`src/rtl/pe_no_fifo_pkg.sv`:
```
// -----------------------------------------------------------------------------
// pe_no_fifo_pkg
//   Shared definitions for the multiply-accumulate processing element.
//   - PE_ACC_LATENCY : rising edges from sampling a beat to its effect on c.
//   - pe_flags_t     : per-beat control bundle that travels alongside the data
//                      through the pipeline {vld, start, last}.
// -----------------------------------------------------------------------------
package pe_no_fifo_pkg;

  localparam int PE_ACC_LATENCY = 3;

  typedef struct packed {
    logic vld;
    logic start;
    logic last;
  } pe_flags_t;

endpackage : pe_no_fifo_pkg

```
`src/rtl/pe_mac_stage.sv`:
```
// -----------------------------------------------------------------------------
// pe_mac_stage
//   Final (accumulate) stage of the processing element. Loads or accumulates the
//   incoming product on valid beats and tracks whether the accumulator currently
//   holds a completed dot product.
// Ports
//   clk            in  clock, rising edge
//   clr_n          in  synchronous active-low reset
//   i_flg          in  stage flags {vld, start, last} for the product on i_prod
//   i_prod         in  product, already sized to ACC_WIDTH
//   o_acc          out accumulator register (wraps modulo 2**ACC_WIDTH)
//   o_output_valid out accumulator holds a completed sum
// -----------------------------------------------------------------------------
module pe_mac_stage
  import pe_no_fifo_pkg::*;
#(
  parameter int ACC_WIDTH = 16
) (
  input  logic                 clk,
  input  logic                 clr_n,
  input  pe_flags_t            i_flg,
  input  logic [ACC_WIDTH-1:0] i_prod,
  output logic [ACC_WIDTH-1:0] o_acc,
  output logic                 o_output_valid
);

  logic [ACC_WIDTH-1:0] r_acc_p2;
  logic                 r_vld_p2;

  // Unsigned sum that simply drops the carry out.
  function automatic logic [ACC_WIDTH-1:0] acc_wrap_add(
    input logic [ACC_WIDTH-1:0] x,
    input logic [ACC_WIDTH-1:0] y
  );
    return x + y;
  endfunction

  // ---- stage 3: accumulate ----
  always_ff @(posedge clk) begin
    if (!clr_n) begin
      r_acc_p2 <= '0;
      r_vld_p2 <= 1'b0;
    end else if (i_flg.vld) begin
      r_acc_p2 <= i_flg.start ? i_prod : acc_wrap_add(r_acc_p2, i_prod);
      // last wins over start so a single-beat sequence completes immediately.
      if (i_flg.last) begin
        r_vld_p2 <= 1'b1;
      end else if (i_flg.start) begin
        r_vld_p2 <= 1'b0;
      end
    end
  end

  assign o_acc          = r_acc_p2;
  assign o_output_valid = r_vld_p2;

endmodule : pe_mac_stage

```
`src/rtl/pe_no_fifo.sv`:
```
// -----------------------------------------------------------------------------
// pe_no_fifo
//   Unsigned multiply-accumulate processing element. Computes the dot product
//   of the a/b beats between start and last through a three-stage pipeline:
//   input register, multiply register, accumulate register. One operand pair
//   is accepted on every valid_in cycle; there is no buffering or backpressure.
// Ports
//   clk           in  clock, rising edge
//   clr_n         in  synchronous active-low reset (clears every stage)
//   start         in  first beat of a sequence (qualified by valid_in)
//   valid_in      in  a/b/start/last valid this cycle
//   last          in  final beat of a sequence (qualified by valid_in)
//   a, b          in  unsigned operands, DATA_WIDTH bits
//   c             out accumulator value, ACC_WIDTH bits
//   output_valid  out c holds a completed sum
// -----------------------------------------------------------------------------
module pe_no_fifo
  import pe_no_fifo_pkg::*;
#(
  parameter int DATA_WIDTH = 4,
  parameter int ACC_WIDTH  = DATA_WIDTH ** 2
) (
  input  logic                  clk,
  input  logic                  clr_n,
  input  logic                  start,
  input  logic                  valid_in,
  input  logic                  last,
  input  logic [DATA_WIDTH-1:0] a,
  input  logic [DATA_WIDTH-1:0] b,
  output logic [ACC_WIDTH-1:0]  c,
  output logic                  output_valid
);

  localparam int PROD_W = 2 * DATA_WIDTH;
  localparam int MUL_W  = (ACC_WIDTH > PROD_W) ? ACC_WIDTH : PROD_W;

  // Full product computed wide enough for both operands and the accumulator,
  // then zero-extended or truncated to the accumulator width.
  function automatic logic [ACC_WIDTH-1:0] mul_fit(
    input logic [DATA_WIDTH-1:0] x,
    input logic [DATA_WIDTH-1:0] y
  );
    logic [MUL_W-1:0] full;
    full = MUL_W'(x) * MUL_W'(y);
    return full[ACC_WIDTH-1:0];
  endfunction

  logic [DATA_WIDTH-1:0] r_a_p0;
  logic [DATA_WIDTH-1:0] r_b_p0;
  pe_flags_t             r_flg_p0;
  logic [ACC_WIDTH-1:0]  r_p_p1;
  pe_flags_t             r_flg_p1;
  logic [ACC_WIDTH-1:0]  w_acc;
  logic                  w_output_valid;

  // ---- stage 1: input register ----
  always_ff @(posedge clk) begin
    if (!clr_n) begin
      r_a_p0   <= '0;
      r_b_p0   <= '0;
      r_flg_p0 <= '0;
    end else begin
      r_a_p0         <= a;
      r_b_p0         <= b;
      r_flg_p0.vld   <= valid_in;
      r_flg_p0.start <= start & valid_in;
      r_flg_p0.last  <= last & valid_in;
    end
  end

  // ---- stage 2: multiply register ----
  always_ff @(posedge clk) begin
    if (!clr_n) begin
      r_p_p1   <= '0;
      r_flg_p1 <= '0;
    end else begin
      r_p_p1   <= mul_fit(r_a_p0, r_b_p0);
      r_flg_p1 <= r_flg_p0;
    end
  end

  // ---- stage 3: accumulate ----
  pe_mac_stage #(
    .ACC_WIDTH (ACC_WIDTH)
  ) u_mac (
    .clk            (clk),
    .clr_n          (clr_n),
    .i_flg          (r_flg_p1),
    .i_prod         (r_p_p1),
    .o_acc          (w_acc),
    .o_output_valid (w_output_valid)
  );

  assign c            = w_acc;
  assign output_valid = w_output_valid;

endmodule : pe_no_fifo

```
`config.mk`:
```
export PLATFORM = sky130hd
export DESIGN_NAME = pe_no_fifo
export DESIGN_NICKNAME = d
export VERILOG_FILES = /design/src/rtl/pe_no_fifo_pkg.sv /design/src/rtl/pe_mac_stage.sv /design/src/rtl/pe_no_fifo.sv
export SDC_FILE = /design/constraint.sdc
export NUM_CORES = 1
export LEC_CHECK = 0
export CORE_ASPECT_RATIO = 0.6
export CORE_MARGIN = 2
export CORE_UTILIZATION = 36
export DETAILED_ROUTE_END_ITERATION = 16
export GPL_ROUTABILITY_DRIVEN = 0
export HOLD_SLACK_MARGIN = 0.02
export PLACE_DENSITY_LB_ADDON = 0.2
export SKIP_CTS_REPAIR_TIMING = 1
export SLEW_MARGIN = 20
export SYNTH_ARGS = -nofsm -noshare
export SYNTH_HDL_FRONTEND = slang
export SYNTH_SLANG_ARGS = --single-unit
```
`constraint.sdc`:
```
create_clock -name clk -period 6.3 [get_ports clk]
set_input_delay 1.26 -clock clk [delete_from_list [all_inputs] [get_ports clk]]
set_output_delay 1.26 -clock clk [all_outputs]
set_load 0.01 [all_outputs]
```
=== Word-level counts from Yosys, hierarchy flattened ===
Index checks and enable logic that the tools add are counted.

* Bitwise gates (word level): 2
* Add/subtract/negate cells: 1
* Mux-type cells: 3
* Reduce and logical (&&, ||, !) cells: 2
* Multipliers: 1

{| class="wikitable"
|+ Operators with widths
! operator !! number
|-
| 16-bit adder || 1
|-
| 16-bit two-way mux || 1
|-
| 4-bit by 4-bit multiplier with 8-bit output || 1
|-
| 1-bit AND || 2
|-
| 1-bit two-way mux || 2
|-
| 2-bit AND reduction || 1
|-
| 2-bit nonzero test || 1
|}

* Output and inout port bits: 17
* Word-level logic and storage cells: 21
* Input bits: 13
* Register bits: 47

=== Logic depth before layout (Yosys ltp) ===
Gate-level depths: netlist (run 1).

* Depth in word-level cells: 2
* Mapped depth: 11
* Mapped depth without buffers: 11

=== By module ===
A second synthesis (run 1) with hierarchy kept.

* Cell total of the unflattened synthesis: 281
* Area total of the unflattened synthesis: 2539.9 µm²

{| class="wikitable"
|+ Modules (own cells, without submodules)
! module !! times used !! area an instance (µm²) !! cells an instance !! seq. area each (µm²)
|-
| pe_mac_stage || 1 || 1493.9 || 183 || 340.3
|-
| pe_no_fifo || 1 || 1046.0 || 98 || 440.4
|}

=== Worst setup path after synthesis (run 1) ===
Ideal clock, no wire load.

* Path kind: reg-to-reg
* Start point: register r_b_p0[3]
* End point: register r_p_p1[7]
* Path slack: 3.589 ns
* Library setup time: 0.064 ns
* Clock period less this slack: 2.711 ns
* Path buffers: 0
* Arrival time: 2.647 ns
* Cell stages (with the launch flop): 11
* Cells stage by stage: dfxtp_1 > nand2_1 > fa_1 > inv_1 > fa_1 > ha_1 > a21o_1 > a21oi_1 > nor2b_1 > or4_1 > nand4_1

* Word-level cells in the longest chain between the ends: 1

{| class="wikitable"
|+ Ends and longest elaborated chain
! item !! line !! text
|-
| start, declared || pe_no_fifo.sv:49 || <nowiki>logic [DATA_WIDTH-1:0] r_b_p0;</nowiki>
|-
| start signal, assigned || pe_no_fifo.sv:60 || <nowiki>r_b_p0 <= '0;</nowiki>
|-
| start signal, assigned || pe_no_fifo.sv:64 || <nowiki>r_b_p0 <= b;</nowiki>
|-
| 4-bit by 4-bit multiplier with 8-bit output || pe_no_fifo.sv:44 || <nowiki>full = MUL_W'(x) * MUL_W'(y);</nowiki>
|-
| end signal, assigned || pe_no_fifo.sv:77 || <nowiki>r_p_p1 <= mul_fit(r_a_p0, r_b_p0);</nowiki>
|-
| end, declared || pe_no_fifo.sv:51 || <nowiki>logic [ACC_WIDTH-1:0] r_p_p1;</nowiki>
|}

No other way between the ends.
A chain may end at the register's enable or synchronous reset.

=== Worst setup path after layout (run 1) ===
Ends and elaborated chain as after synthesis.

==> qor.yml, run 1 <==
timing:
  timing.final.max_slew_violations: 0
  clock-skew-final_ns: 0.00182
  fin_crit_ns: 2.84
  tightest_slew_ns: 0.726
  hold_viol_final: 0
  fin_ws_ns: 3.46
  finalSetupViolations: 0
  rsz0062_at_grt: "no"
  relSlewSlack_pct: 51.5
  setup-tns-final_ns: 0
  timing.final.crit_share_pct: 45.0
  max_freq_mhz: 352
logic_synthesis:
  synth_common_cells: "dfxtp_1 (39), and2_1 (27), nand2_1 (22), ha_1 (20), inv_1 (14)"
  yosys.area.top_type: "dfxtp_1"
  syn-num-nets: 270
  ys_types: 32
  synth_edf_count: 0
  synth_flop_cell: "dfxtp_1"
  ys_warn_count: 0
  synth_cells: 232
  ys_top_cells_by_area: "dfxtp_1 (37%), ha_1 (12%), and2_1 (8.0%), fa_1 (4.7%), nand2_1 (3.9%)"
  synth_top_cell_area_share_pct: 37.0
  synth_top_family_by_area: "simple AND/OR/NAND/NOR gates"
  synth_xor_area_share_pct: 4.15
  synth_async_sr_flop_share_pct: 0
  yosysSeqAreaShare_pct: 37.0
  yosysMostFrequentCell: "dfxtp_1"
  synth_compound_area_share_pct: 13.8
  synth_fa_ha_area_share_pct: 16.6
  syn_area_um2: 2110
  synth-simple-area-share_pct: 22.3
  synth.avg_cell_area_um2: 9.10
  ys_ff_latch: 39
  muxShareOfSynthArea_pct: 2.37
power:
  p_leak_nw: 1.11
  p_per_area_nw_per_um2: 189
  vdd_ir_drop_max_mv: 0.101
detailed_routing:
  post_drt_via_cell_ratio: 4.70
  wire_per_inst_um: 11.5
  wl_mm: 3.94
  vias: 1611
  drt_first_pass_iters: 4
  drt_first_iter_violations: 68
  postRouteAntennaNets: 0
  drc: 0
floorplanning:
  die_x_um: 103
  core_um2: 5620
  dieArea_um2: 6510
  chipHeight_um: 63.3
  num_io_pins: 30
  initial_utilization_pct: 37.5
  rows: 21
worst_setup_path:
  worst_r2r_path_depth: 10
  worstPathMaxFanout: 4
  worst_path_max_delay_cell: "fa_1"
  cp_top_family: "adder cells"
  timing.critical_path.buf_inv: 1
  cp-start-kind: "flip-flop"
  path_class: "flip-flop to flip-flop"
  worstPathCellList: "nand2_1 -> fa_1 -> inv_1 -> fa_1 -> ha_1 -> a21o_1 -> a21oi_1 -> nor2b_1 -> or4_1 -> nand4_1"
  cp_slowest_stage_delay_ns: 0.53
  reg2reg_to: "r_p_p1[7]$_SDFF_PN0_"
  r2r_slack_ns: 3.46
  critPathMostFrequentCell: "fa_1"
  cp.required_ns: 6.54
  rr_startpoint: "r_b_p0[3]$_SDFF_PN0_"
  worstPathArrival_ns: 3.08
  worstSetupEndpointType: "flip-flop"
cts:
  numCtsBuffers: 5
  path_clk_slew_ns: 0.07
  cts_tree: "yes"
  cts_buffer_depth: 2
  cts-root-buf: "clkbuf_8"
  htree_levels: 2
  clock-sinks: 39
  clkLatencyLatePin_ns: 0.29
final_layout:
  syn2layout_area_growth_pct: 22.3
  drive_gt1_share_pct: 4.18
  antenna_cells: 0
  nets: 300
global_route:
  antenna_found_initial: 0
  grt_pass1_vias: 1454
  grt_max_degree: 37
  track_usage_pct: 13.5
  grt_pass1_wl_mm: 6.73
  grt_overflow: 0
min_path:
  hold_depth: 1
  hold_start: "r_flg_p0[2]$_SDFF_PN0_"
  hold_path_end: "r_flg_p1[2]$_SDFF_PN0_"
  worst_hold_path_type: "flip-flop to flip-flop"
placement:
  port_buffers: 29
  pre_cts_ws_ns: 3.46
  hpwl_mm: 2.96
run:
  drv_cap: 0
run_status:
  outcome: "finished clean"
==> area by class of cell <==
| cell class | count | area, µm² |
|---|---|---|
| fillers | 564 | 3040 |
| inverters | 14 | 52.6 |
| flip-flops and latches | 39 | 781 |
| clock buffers | 8 | 100 |
| repair buffers | 30 | 298 |
| multi-input cells | 172 | 1250 |
| well taps | 80 | 100 |
==> worst max path at each step <==
stage | start | endpoint | slack (ns) | cells past startpoint
after detailed placement | r_b_p0[3]$_SDFF_PN0_ | r_p_p1[7]$_SDFF_PN0_ | 3.46 | 10
after CTS | r_b_p0[3]$_SDFF_PN0_ | r_p_p1[7]$_SDFF_PN0_ | 3.45 | 10
final | r_b_p0[3]$_SDFF_PN0_ | r_p_p1[7]$_SDFF_PN0_ | 3.46 | 10
after floorplan | r_b_p0[3]$_SDFF_PN0_ | r_p_p1[7]$_SDFF_PN0_ | 3.59 | 10
after global routing | r_a_p0[0]$_SDFF_PN0_ | r_p_p1[7]$_SDFF_PN0_ | 3.32 | 10
after global placement | r_b_p0[3]$_SDFF_PN0_ | r_p_p1[7]$_SDFF_PN0_ | 3.50 | 10
==> registers in the layout, indices dropped and copies added (netlist names) <==
name	count
u_mac.o_acc	16
r_flg_p0	3
r_flg_p1	3
r_b_p0	4
r_a_p0	4
r_p_p1	8
u_mac.o_output_valid	1
==> kinds of logic after synthesis <==
family | after synthesis
DFF | 39
AOI/OAI and AO/OA | 46
buffers and inverters | 21
and+or+nand+nor | 86
xor gates and xnor gates | 10
adders and majority gates | 25
muxes | 5
==> metrics by stage <==
stage / total power, W / utilization [%] / cell area [µm²] / hold WS (ns) / instances
6_report: 0.000489 / 45.9 / 2580 / 0.434 / 343
5_1_grt: 0.000517 / 45.9 / 2580 / 0.463 / 343
4_1_cts: 0.000499 / 45.9 / 2580 / 0.434 / 343
3_5_place_dp: 0.000310 / 44.1 / 2480 / 0.417 / 335
3_3_place_gp: 0.000310 / 44.1 / 2480 / 0.416 / 335
2_1_floorplan: 0.000293 / - / 2110 / 0.412 / 232
==> power by group <==
| part | switching (W) | internal [W] | total (W) |
|---|---|---|---|
| logic | 0.0000196 | 0.0000235 | 0.0000431 |
| registers | 0.00000725 | 0.000254 | 0.000261 |
| clock network | 0.0000851 | 0.0000999 | 0.000185 |
==> metal layers <==
metal | global-route usage, % | up-vias | part of all wire [%]
li1 | - | 861 | -
met1 | 20.4 | 716 | 58
met2 | 17.1 | 26 | 36
met3 | 4.11 | 8 | 3.8
met4 | 6.41 | 0 | 2.2
met5 | 0 | - | 0
==> cell usage in the layout (no fill, tap or decap) <==
cell type	n
a21boi_0	1
a211oi_1	1
clkbuf_8	7
nand4_1	5
o211ai_1	6
nand2b_1	2
xnor2_1	3
buf_4	1
a31oi_1	4
or2_2	1
nand3_1	2
xor2_1	7
or4_1	2
nand2_1	22
a21oi_1	12
clkbuf_1	1
and3_1	4
mux2i_1	5
a22oi_1	1
o211a_1	2
and2_1	27
a31o_2	1
fa_1	5
a21o_1	5
a211oi_2	1
nor3b_1	2
or3_1	5
nor2b_1	7
inv_1	14
nand3b_1	1
o21ai_0	12
ha_1	20
clkdlybuf4s50_1	29
nor2_1	6
dfxtp_1	39
Power figures use the tool's default switching activity.
==> inputs of run 2 (changes only) <==
clock period = 2.5 ns   (was 6.3 ns; I/O delays follow)
==> run 2 against run 1 <==
The run now ends with negative setup slack left. Sequential power rose to 2.5 times the previous value. Via count rose by 2.1%. First-iteration DRC count rose by 16%. Fmax rose by 5.7%. Hold slack improved by 0.0062 ns. Final cell count rose by 2.0%. Critical endpoint unchanged.
==> qor.yml, run 2 (synthesis results as in run 1) <==
run:
  drv_cap: 0  # unchanged
detailed_routing:
  drt_first_iter_violations: 79  # +16%
  post_drt_via_cell_ratio: 4.70  # about the same
  wire_per_inst_um: 11.5  # +0.51%
  drc: 0  # unchanged
  postRouteAntennaNets: 0  # unchanged
  vias: 1645  # +2.1%
  wl_mm: 4.04  # +2.6%
  drt_first_pass_iters: 4  # unchanged
cts:
  clkLatencyLatePin_ns: 0.29  # about the same
  cts-root-buf: "clkbuf_8"
  cts_tree: "yes"
  path_clk_slew_ns: 0.07  # about the same
  numCtsBuffers: 5  # unchanged
  cts_buffer_depth: 2  # unchanged
  clock-sinks: 39  # unchanged
  htree_levels: 2  # unchanged
timing:
  tightest_slew_ns: 0.534  # -0.193 ns
  hold_viol_final: 0  # unchanged
  fin_crit_ns: 2.68  # -0.154 ns
  timing.final.crit_share_pct: 107  # +62 points
  relSlewSlack_pct: 64.3  # +13 points
  clock-skew-final_ns: 0.00713  # +0.00531 ns
  fin_ws_ns: -0.184  # -3.65 ns
  hold_slack_ns: 0.440  # +0.00615 ns
  timing.final.max_slew_violations: 0  # unchanged
  rsz0062_at_grt: "yes"
  max_freq_mhz: 373  # +5.7%
  finalSetupViolations: 3  # +3
final_layout:
  final_common_cell: "dfxtp_1"
  largest_register_ffs: 16  # unchanged
  nets: 307  # +2.3%
  drive_gt1_share_pct: 8.89  # +4.7 points
  antenna_cells: 0  # unchanged
  syn2layout_area_growth_pct: 25.3
  layout_common_cells: "dfxtp_1 (36), clkdlybuf4s50_1 (29), and2_1 (27), nand2_1 (21), ha_1 (20)"
global_route:
  track_usage_pct: 14.1  # +0.53 points
  grt_max_degree: 20  # -46%
  antenna_found_initial: 0  # unchanged
  grt_pass1_vias: 1506  # +3.6%
  grt_pass1_wl_mm: 7.18  # +6.6%
  grt_overflow: 0  # unchanged
floorplanning:
  dieArea_um2: 6510  # unchanged
  initial_utilization_pct: 37.5  # unchanged
  chipHeight_um: 63.3  # unchanged
  num_io_pins: 30  # unchanged
  rows: 21  # unchanged
  die_x_um: 103  # unchanged
  core_um2: 5620  # unchanged
worst_setup_path:
  worstSetupEndpointType: "flip-flop"
  path_depth: 10  # unchanged
  r2r_slack_ns: -0.18  # -3.65 ns
  cp_slowest_stage_delay_ns: 0.53  # about the same
  crit_end: "r_p_p1[7]$_SDFF_PN0_"
  critPathMostFrequentCell: "fa_1"
  path_class: "flip-flop to flip-flop"
  worstPathCellList: "nand2_4 -> fa_1 -> inv_1 -> fa_1 -> ha_1 -> a21o_1 -> a21oi_2 -> nor2b_1 -> or4_1 -> nand4_1"
  reg2reg_to: "r_p_p1[7]$_SDFF_PN0_"
  timing.critical_path.buf_inv: 1  # unchanged
  cp-start-kind: "flip-flop"
  worst_r2r_path_depth: 10  # unchanged
  worst_path_max_delay_cell: "fa_1"
  cp.required_ns: 2.73  # -3.81 ns
  rr_startpoint: "r_a_p0[0]$_SDFF_PN0_"
  cp_top_family: "adder cells"
  startpoint: "r_a_p0[0]$_SDFF_PN0_"
  worstPathMaxFanout: 4  # unchanged
  worstPathArrival_ns: 2.91  # -0.17 ns
min_path:
  hold_start: "r_flg_p0[0]$_SDFF_PN0_"
  worst_hold_path_type: "flip-flop to flip-flop"
placement:
  pre_cts_ws_ns: -0.146  # -3.60 ns
  port_buffers: 29  # unchanged
  hpwl_mm: 3.14  # +5.9%
run_status:
  outcome: "complete, but fails checks"
  violations: "negative setup slack"
power:
  vdd_ir_drop_max_mv: 0.198  # +96%
  p_per_area_nw_per_um2: 448  # +140%
  p_leak_nw: 1.15  # +3.6%
run 2: cell types whose count changed in the layout (fill, tap and decap cells not counted), sizes merged:
| cell | before | now |
|---|---|---|
| clkbuf | 8 | 7 |
| buf | 1 | 8 |
| clkinv | 0 | 1 |
run 2: cell type report:
cell class / instances / area [µm²]
Fill cell: 577 / 2980
Clock buffer: 7 / 76.3
Inverter: 14 / 52.6
Tap cell: 80 / 100
Sequential cell: 39 / 790
Timing Repair Buffer: 37 / 350
Multi-Input combinational cell: 172 / 1270
Clock inverter: 1 / 5.00
run 2: worst reg2reg max path, stage by stage, from the launching register on:
cell	delay, ns
dfxtp_4	0.37
nand2_4	0.05
fa_1	0.54
inv_1	0.05
fa_1	0.46
ha_1	0.28
a21o_1	0.19
a21oi_2	0.14
nor2b_1	0.08
or4_1	0.39
nand4_1	0.08
run 2: worst min path at each step:
stage          cells after the start  slack [ns]                      to
2_1_floorplan                      1        0.41  r_flg_p1[0]$_SDFF_PN0_
3_3_place_gp                       1        0.42  r_flg_p1[0]$_SDFF_PN0_
3_5_place_dp                       1        0.42  r_flg_p1[1]$_SDFF_PN0_
4_1_cts                            1        0.44  r_flg_p1[1]$_SDFF_PN0_
5_1_grt                            1        0.45  r_flg_p1[2]$_SDFF_PN0_
6_report                           1        0.44  r_flg_p1[0]$_SDFF_PN0_
run 2: per-stage QoR:
stage | setup TNS [ns] | util (%) | instances | area [µm²] | power (W)
global placement | -0.112 | 45.3 | 342 | 2550 | 0.000788
CTS | -0.313 | 46.7 | 350 | 2630 | 0.00120
finish | -0.255 | 47.0 | 350 | 2640 | 0.00118
global route | -0.666 | 47.0 | 350 | 2640 | 0.00125
floorplan | -0.0404 | - | 232 | 2120 | 0.000739
detailed placement | -0.217 | 45.3 | 342 | 2550 | 0.000790
run 2: power by group:
part           switching [W]  leakage [nW]  internal [W]
sequential         0.0000157         0.320      0.000639
combinational      0.0000548         0.791     0.0000647
clock               0.000214        0.0422      0.000196
total               0.000285          1.15      0.000900
run 2: routing by layer:
metal / track usage [%] / share of wire, % / vias to the layer above
li1: - / - / 877
met1: 21.8 / 59 / 736
met2: 17.9 / 36 / 27
met3: 4.33 / 4.1 / 5
met4: 4.93 / 0.97 / 0
met5: 0 / 0 / -
